<file path="src/rtl/alarm_ring_ctrl.sv">
`timescale 1ns/1ps
// -----------------------------------------------------------------------------
// alarm_ring_ctrl
//   Sequences alarm ringing. Detects the rising edge of (running time == alarm
//   time), then walks the buzzer through RINGING, SNOOZE and timeout phases.
//   Sits between the time/alarm registers and the buzzer pin.
//
// Parameters
//   RING_SEC    seconds a ring phase lasts before auto-timeout (>=1)
//   SNOOZE_SEC  seconds of silence per snooze (>=1)
//   MAX_SNOOZE  snoozes allowed per alarm event (0..7)
//   TONE_DIV    CLK cycles per TONE half-period (>=1)
//
// Ports
//   CLK            in   system clock
//   RESET          in   asynchronous reset, active-high
//   TICK_1HZ       in   one-CLK pulse per second
//   IN_TIME        in   [17] meridian, [16:12] hour, [11:6] min, [5:0] sec
//   IN_ALARM_TIME  in   [16:12] hour, [11:6] min, [5:0] sec
//   ALARM_ENABLE   in   level, alarm armed
//   SETTING        in   level, user editing time/alarm (masks new triggers)
//   STOP_KEY       in   one-CLK pulse, stop alarm
//   SNOOZE_KEY     in   one-CLK pulse, snooze alarm
//   STATE          out  00 IDLE, 01 RINGING, 10 SNOOZE
//   BUZZ           out  1 while RINGING
//   TONE           out  square wave, active only while RINGING
//   SNOOZE_CNT     out  snoozes used in the current event
//   MISSED         out  sticky flag, alarm exhausted unanswered
// -----------------------------------------------------------------------------
module alarm_ring_ctrl #(
    parameter int RING_SEC   = 60,
    parameter int SNOOZE_SEC = 300,
    parameter int MAX_SNOOZE = 3,
    parameter int TONE_DIV   = 4
) (
    input  logic        CLK,
    input  logic        RESET,
    input  logic        TICK_1HZ,
    input  logic [17:0] IN_TIME,
    input  logic [16:0] IN_ALARM_TIME,
    input  logic        ALARM_ENABLE,
    input  logic        SETTING,
    input  logic        STOP_KEY,
    input  logic        SNOOZE_KEY,
    output logic [1:0]  STATE,
    output logic        BUZZ,
    output logic        TONE,
    output logic [2:0]  SNOOZE_CNT,
    output logic        MISSED
);

    localparam int RING_W = $clog2(RING_SEC + 1);
    localparam int WAIT_W = $clog2(SNOOZE_SEC + 1);
    localparam int DIV_W  = (TONE_DIV > 1) ? $clog2(TONE_DIV) : 1;

    localparam logic [RING_W-1:0] RING_LOAD = RING_W'(RING_SEC);
    localparam logic [RING_W-1:0] RING_ONE  = RING_W'(1);
    localparam logic [WAIT_W-1:0] WAIT_LOAD = WAIT_W'(SNOOZE_SEC);
    localparam logic [WAIT_W-1:0] WAIT_ONE  = WAIT_W'(1);
    localparam logic [DIV_W-1:0]  DIV_LAST  = DIV_W'(TONE_DIV - 1);
    localparam logic [DIV_W-1:0]  DIV_ONE   = DIV_W'(1);
    localparam logic [2:0]        SNZ_MAX   = 3'(MAX_SNOOZE);

    typedef enum logic [1:0] {
        ST_IDLE    = 2'b00,
        ST_RINGING = 2'b01,
        ST_SNOOZE  = 2'b10
    } state_t;

    state_t              state_reg,      state_next;
    logic [RING_W-1:0]   ring_cnt_reg,   ring_cnt_next;
    logic [WAIT_W-1:0]   wait_cnt_reg,   wait_cnt_next;
    logic [2:0]          snooze_cnt_reg, snooze_cnt_next;
    logic                missed_reg,     missed_next;
    logic [DIV_W-1:0]    div_reg,        div_next;
    logic                tone_reg,       tone_next;
    logic                buzz_reg,       buzz_next;
    logic                match_d_reg;

    logic match;
    logic trigger;
    logic can_snooze;

    // The meridian bit takes no part in the comparison.
    logic unused_meridian;
    assign unused_meridian = IN_TIME[17];

    assign match      = (IN_TIME[16:0] == IN_ALARM_TIME);
    // Edge-detect so a match lasting a whole second fires only once.
    assign trigger    = match & ~match_d_reg & ALARM_ENABLE & ~SETTING;
    assign can_snooze = (snooze_cnt_reg < SNZ_MAX);

    always_comb begin
        state_next      = state_reg;
        ring_cnt_next   = ring_cnt_reg;
        wait_cnt_next   = wait_cnt_reg;
        snooze_cnt_next = snooze_cnt_reg;
        missed_next     = missed_reg;
        div_next        = '0;
        tone_next       = 1'b0;
        buzz_next       = 1'b0;

        if (!ALARM_ENABLE) begin
            // Disarming overrides everything and wipes the event history.
            state_next      = ST_IDLE;
            snooze_cnt_next = 3'd0;
            missed_next     = 1'b0;
        end else begin
            case (state_reg)
                ST_IDLE: begin
                    if (trigger) begin
                        state_next      = ST_RINGING;
                        ring_cnt_next   = RING_LOAD;
                        snooze_cnt_next = 3'd0;
                        missed_next     = 1'b0;
                    end else if (STOP_KEY) begin
                        missed_next = 1'b0;
                    end
                end
                ST_RINGING: begin
                    if (STOP_KEY) begin
                        state_next = ST_IDLE;
                    end else if (SNOOZE_KEY && can_snooze) begin
                        state_next      = ST_SNOOZE;
                        snooze_cnt_next = snooze_cnt_reg + 3'd1;
                        wait_cnt_next   = WAIT_LOAD;
                    end else if (TICK_1HZ) begin
                        if (ring_cnt_reg == RING_ONE) begin
                            if (can_snooze) begin
                                state_next      = ST_SNOOZE;
                                snooze_cnt_next = snooze_cnt_reg + 3'd1;
                                wait_cnt_next   = WAIT_LOAD;
                            end else begin
                                state_next  = ST_IDLE;
                                missed_next = 1'b1;
                            end
                        end else begin
                            ring_cnt_next = ring_cnt_reg - RING_ONE;
                        end
                    end
                end
                ST_SNOOZE: begin
                    if (STOP_KEY) begin
                        state_next = ST_IDLE;
                    end else if (TICK_1HZ) begin
                        if (wait_cnt_reg == WAIT_ONE) begin
                            state_next    = ST_RINGING;
                            ring_cnt_next = RING_LOAD;
                        end else begin
                            wait_cnt_next = wait_cnt_reg - WAIT_ONE;
                        end
                    end
                end
                default: begin
                    state_next = ST_IDLE;
                end
            endcase
        end

        buzz_next = (state_next == ST_RINGING);

        // Tone only runs while staying in RINGING; entry or exit restarts it at 0.
        if (state_reg == ST_RINGING && state_next == ST_RINGING) begin
            if (div_reg == DIV_LAST) begin
                div_next  = '0;
                tone_next = ~tone_reg;
            end else begin
                div_next  = div_reg + DIV_ONE;
                tone_next = tone_reg;
            end
        end
    end

    always_ff @(posedge CLK or posedge RESET) begin
        if (RESET) begin
            state_reg      <= ST_IDLE;
            ring_cnt_reg   <= '0;
            wait_cnt_reg   <= '0;
            snooze_cnt_reg <= 3'd0;
            missed_reg     <= 1'b0;
            div_reg        <= '0;
            tone_reg       <= 1'b0;
            buzz_reg       <= 1'b0;
            // Treat the comparator as already matched so release cannot trigger.
            match_d_reg    <= 1'b1;
        end else begin
            state_reg      <= state_next;
            ring_cnt_reg   <= ring_cnt_next;
            wait_cnt_reg   <= wait_cnt_next;
            snooze_cnt_reg <= snooze_cnt_next;
            missed_reg     <= missed_next;
            div_reg        <= div_next;
            tone_reg       <= tone_next;
            buzz_reg       <= buzz_next;
            match_d_reg    <= match;
        end
    end

    assign STATE      = state_reg;
    assign BUZZ       = buzz_reg;
    assign TONE       = tone_reg;
    assign SNOOZE_CNT = snooze_cnt_reg;
    assign MISSED     = missed_reg;

endmodule
</file>
<file path="config.mk">
export PLATFORM = sky130hd
export DESIGN_NAME = alarm_ring_ctrl
export DESIGN_NICKNAME = d
export VERILOG_FILES = /design/src/rtl/alarm_ring_ctrl.sv
export SDC_FILE = /design/constraint.sdc
export NUM_CORES = 1
export LEC_CHECK = 0
export ABC_CLOCK_PERIOD_IN_PS = 3050
export CORE_UTILIZATION = 30
export DETAILED_ROUTE_END_ITERATION = 8
export HOLD_SLACK_MARGIN = 0.02
export PLACE_DENSITY = 0.64
export SYNTH_ARGS = -nofsm -noshare
export SYNTH_HDL_FRONTEND = slang
export SYNTH_SLANG_ARGS = --single-unit
export TNS_END_PERCENT = 100
</file>
<file path="constraint.sdc">
create_clock -name CLK -period 3.05 [get_ports CLK]
set_input_delay 0.61 -clock CLK [delete_from_list [all_inputs] [get_ports CLK]]
set_output_delay 0.61 -clock CLK [all_outputs]
set_load 0.01 [all_outputs]
</file>
==> out/qor.csv <==
stage,metric,value,unit
sta,slew margin rel.,0.734,
clock_network,setup bufs post-CTS,0,
global_routing,busiest grt layer,met2,
place,Cells after DPL,289,
power,Net Sw Frac,0.208,
floorplanning,Initial Utilization,0.317,
global_routing,GRT met3 Usage,0.0371,
worst_setup_path,"critical path, cell by cell",clkdlybuf4s50_1 > xor2_1 > nor4_1 > nand4_1 > nor3_4 > o22ai_2 > mux2_4,
clock_network,# clock sinks,26,
place,DP Area,0.00220,sq mm
worst_setup_path,R2R depth,6,
clock_network,TritonCTS clock tree,yes,
floorplanning,Die Area,0.00580,sq mm
worst_setup_path,RR Endpoint,ring_cnt_reg[3]$_DFFE_PP0P_,
worst_setup_path,CP max stage cell,clkdlybuf4s50_1,
worst_setup_path,r2r setup slk,1190,ps
logic_synthesis,synth top area cells,"dfrtp_1 38%, xor2_1 8.0%, ha_1 4.6%",
worst_setup_path,Critical Path AT,2390,ps
logic_synthesis,number of flops mapped to enable cells by yosys,0,
place,GPL Wtd Cong,0.731,
worst_setup_path,CP startpoint kind,input pin,
global_routing,vias in the first global route,1382,
route,via count,1409,
place,Port Buffers,48,
global_routing,total global-route track usage,0.127,
floorplanning,die width,76.1,microns
route,Vias/cell,4.81,
worst_setup_path,worst-path maximum fanout,4,
logic_synthesis,Ys Warns,0,
flow_run,Max-Cap Viols,0,
floorplanning,Die Ht,76.1,microns
worst_setup_path,Crit. End Element,flop,
clock_network,Max clock buf depth,2,
cells_and_area,# fillers,518,
cells_and_area,"commonest non-fill, non-tap cell in the layout",clkdlybuf4s50_1,
power,PD cells,330,mW/mm^2
worst_setup_path,required time worst endpoint,3220,ps
clock_network,Worst-path clk slew,90,ps
cells_and_area,sequential cell area,652,sq um
sta,RSZ-0062 raised after global routing,false,
sta,Final Skew,8.81,ps
global_routing,M2 GR Usage,0.196,
sta,FMAX,451,MHz
logic_synthesis,Synth area leader,dfrtp_1,
cells_and_area,Layout area overhead,37.6,%
cells_and_area,final non-filler cell total,293,
floorplanning,row count,26,
logic_synthesis,Post-synth top flop,dfrtp_1,
clock_network,Clock Latency Late Sink,280,ps
hold_path,hold path startpoint,div_reg[0]$_DFF_PP0_,
clock_network,Num CTS Buffers,3,
logic_synthesis,share of the synthesized area in the top cell type,0.379,
sta,Slew @ Worst Pin,398,ps
clock_network,Root Driver,clkbuf_8,
sta,endpoints failing hold,0,
power,Comb power frac,0.145,
global_routing,pin count of the biggest net entering global routing,27,
run_status,run status,finished clean,
cells_and_area,area of the multi-input gates,932,sq um
route,Antenna Violating Nets Remaining,0,
logic_synthesis,"Seq/Total Area, Yosys",0.395,
cells_and_area,number of diodes,0,
sta,min Tclk post-route,2220,ps
route,Routed WL,3350,microns
power,Int Pwr,593,uW
clock_network,H-tree levels,1,
worst_setup_path,peak per-stage delay on the critical path,410,ps
sta,setup_tns,0,ps
logic_synthesis,Cell variety after synth,44,
power,Peak VDD IR,222,uV
place,Final HPWL DP,2660,microns
logic_synthesis,Syn Area/Cell,9.53,sq um
cells_and_area,most frequent cells in the layout,"48 x clkdlybuf4s50_1, 25 x dfrtp_1, 20 x nand2_1",
cells_and_area,final net count,272,
route,DR WL/cell,11.4,microns
worst_setup_path,"CP delay by family, top",simple AND/OR/NAND/NOR gates,
power,clock share of power,0.382,
cells_and_area,final core utilization,0.436,
route,Pre-antenna DRT Iters,4,
global_routing,first-pass GRT wire length,6020,microns
global_routing,M1 GR Usage,0.173,
hold_path,Worst Hold Path Cells,1,
worst_setup_path,buffer and inverter count on the worst path,1,
power,sequential share of power,0.473,
worst_setup_path,Worst R2R Start,SNOOZE_CNT[0]$_DFFE_PP0P_,
global_routing,grt ovf,0,
cells_and_area,max reg flops,9,
logic_synthesis,Post-Syn Instances,173,
logic_synthesis,Synth Net Count,221,
cells_and_area,layout cell share with drive strength beyond 1,0.0852,
sta,"Slew Viols, Final",0,
floorplanning,I/O pin total,50,
sta,crit share post-route,0.727,
route,DRC,0,
logic_synthesis,ys async rst share,1.00,
clock_network,CTS Hold Bufs,0,
power,Leak,1.03,nW
hold_path,Hold Crit Class,reg2reg,
sta,Setup Viol. Count Final,0,
logic_synthesis,Synth Cell Area,0.00165,sq mm
cells_and_area,post-route cell area,0.00227,sq mm
hold_path,Hold Path Sink,div_reg[0]$_DFF_PP0_,
global_routing,initial antenna violation count,0,
logic_synthesis,Synth Register Bits,26,
route,initial DRC count,57,
clock_network,CTS resizes,0,
floorplanning,Core Box Area,0.00520,sq mm
power,NetSw,156,uW
worst_setup_path,critical path type,in2reg,
==> power by group through the flow <==
stage	sequential (mW)	combinational (mW)	clock, mW
floorplan	0.360	0.0432	0
global placement	0.361	0.109	0
detailed placement	0.361	0.110	0
CTS	0.354	0.110	0.295
global route	0.355	0.120	0.305
finish	0.354	0.108	0.286
==> area by class of cell <==
class / count / share of cell area
clock buffer: 3 / 0.0182
clock inverter: 1 / 0.0132
inverter: 10 / 0.0165
multi-input combinational: 134 / 0.411
sequential: 26 / 0.287
tap: 70 / 0.0386
timing repair buffer: 49 / 0.215
==> synth_stat cells (3+ instances only) <==
cell type  number
a21oi_1         5
a31oi_1         7
dfrtp_1        25
ha_1            6
inv_1          10
nand2_1        20
nand3_1         3
nand4_1         3
nor2_1         15
nor3_1          8
nor4_1          5
o21a_1          4
o21ai_0         3
xnor2_1         6
xor2_1         15
==> routing by layer <==
layer  routed length, microns  up-vias
li1                         -      716
met1                     1630      635
met2                     1410       52
met3                      269        6
met4                       40        0
met5                        0        -
==> worst max path at each step <==
stage,end,cells after the start,slack (ps),startpoint
floorplan,SNOOZE_CNT[0]$_DFFE_PP0P_,6,1120,IN_ALARM_TIME[11]
global placement,SNOOZE_CNT[0]$_DFFE_PP0P_,7,530,IN_ALARM_TIME[0]
detailed placement,SNOOZE_CNT[0]$_DFFE_PP0P_,7,520,IN_ALARM_TIME[11]
CTS,SNOOZE_CNT[0]$_DFFE_PP0P_,7,820,IN_ALARM_TIME[11]
global route,ring_cnt_reg[3]$_DFFE_PP0P_,7,690,ALARM_ENABLE
finish,SNOOZE_CNT[0]$_DFFE_PP0P_,7,830,IN_ALARM_TIME[11]
==> stage by stage <==
stage / worst slack [ps] / hold WS (ps) / power (mW)
after floorplan: 1120 / 415 / 0.403
after global placement: 533 / 428 / 0.470
after detailed placement: 523 / 440 / 0.471
after CTS: 820 / 454 / 0.760
after global routing: 686 / 489 / 0.781
final: 834 / 448 / 0.749
==> cells by family after synthesis <==
group           share of synthesized area
mux                                0.0220
simple gates                        0.246
xor+xnor                            0.112
flops                               0.395
fa+ha+maj                          0.0455
buf+inv                            0.0395
compound gates                      0.140
(Power assumes the default switching activity.)
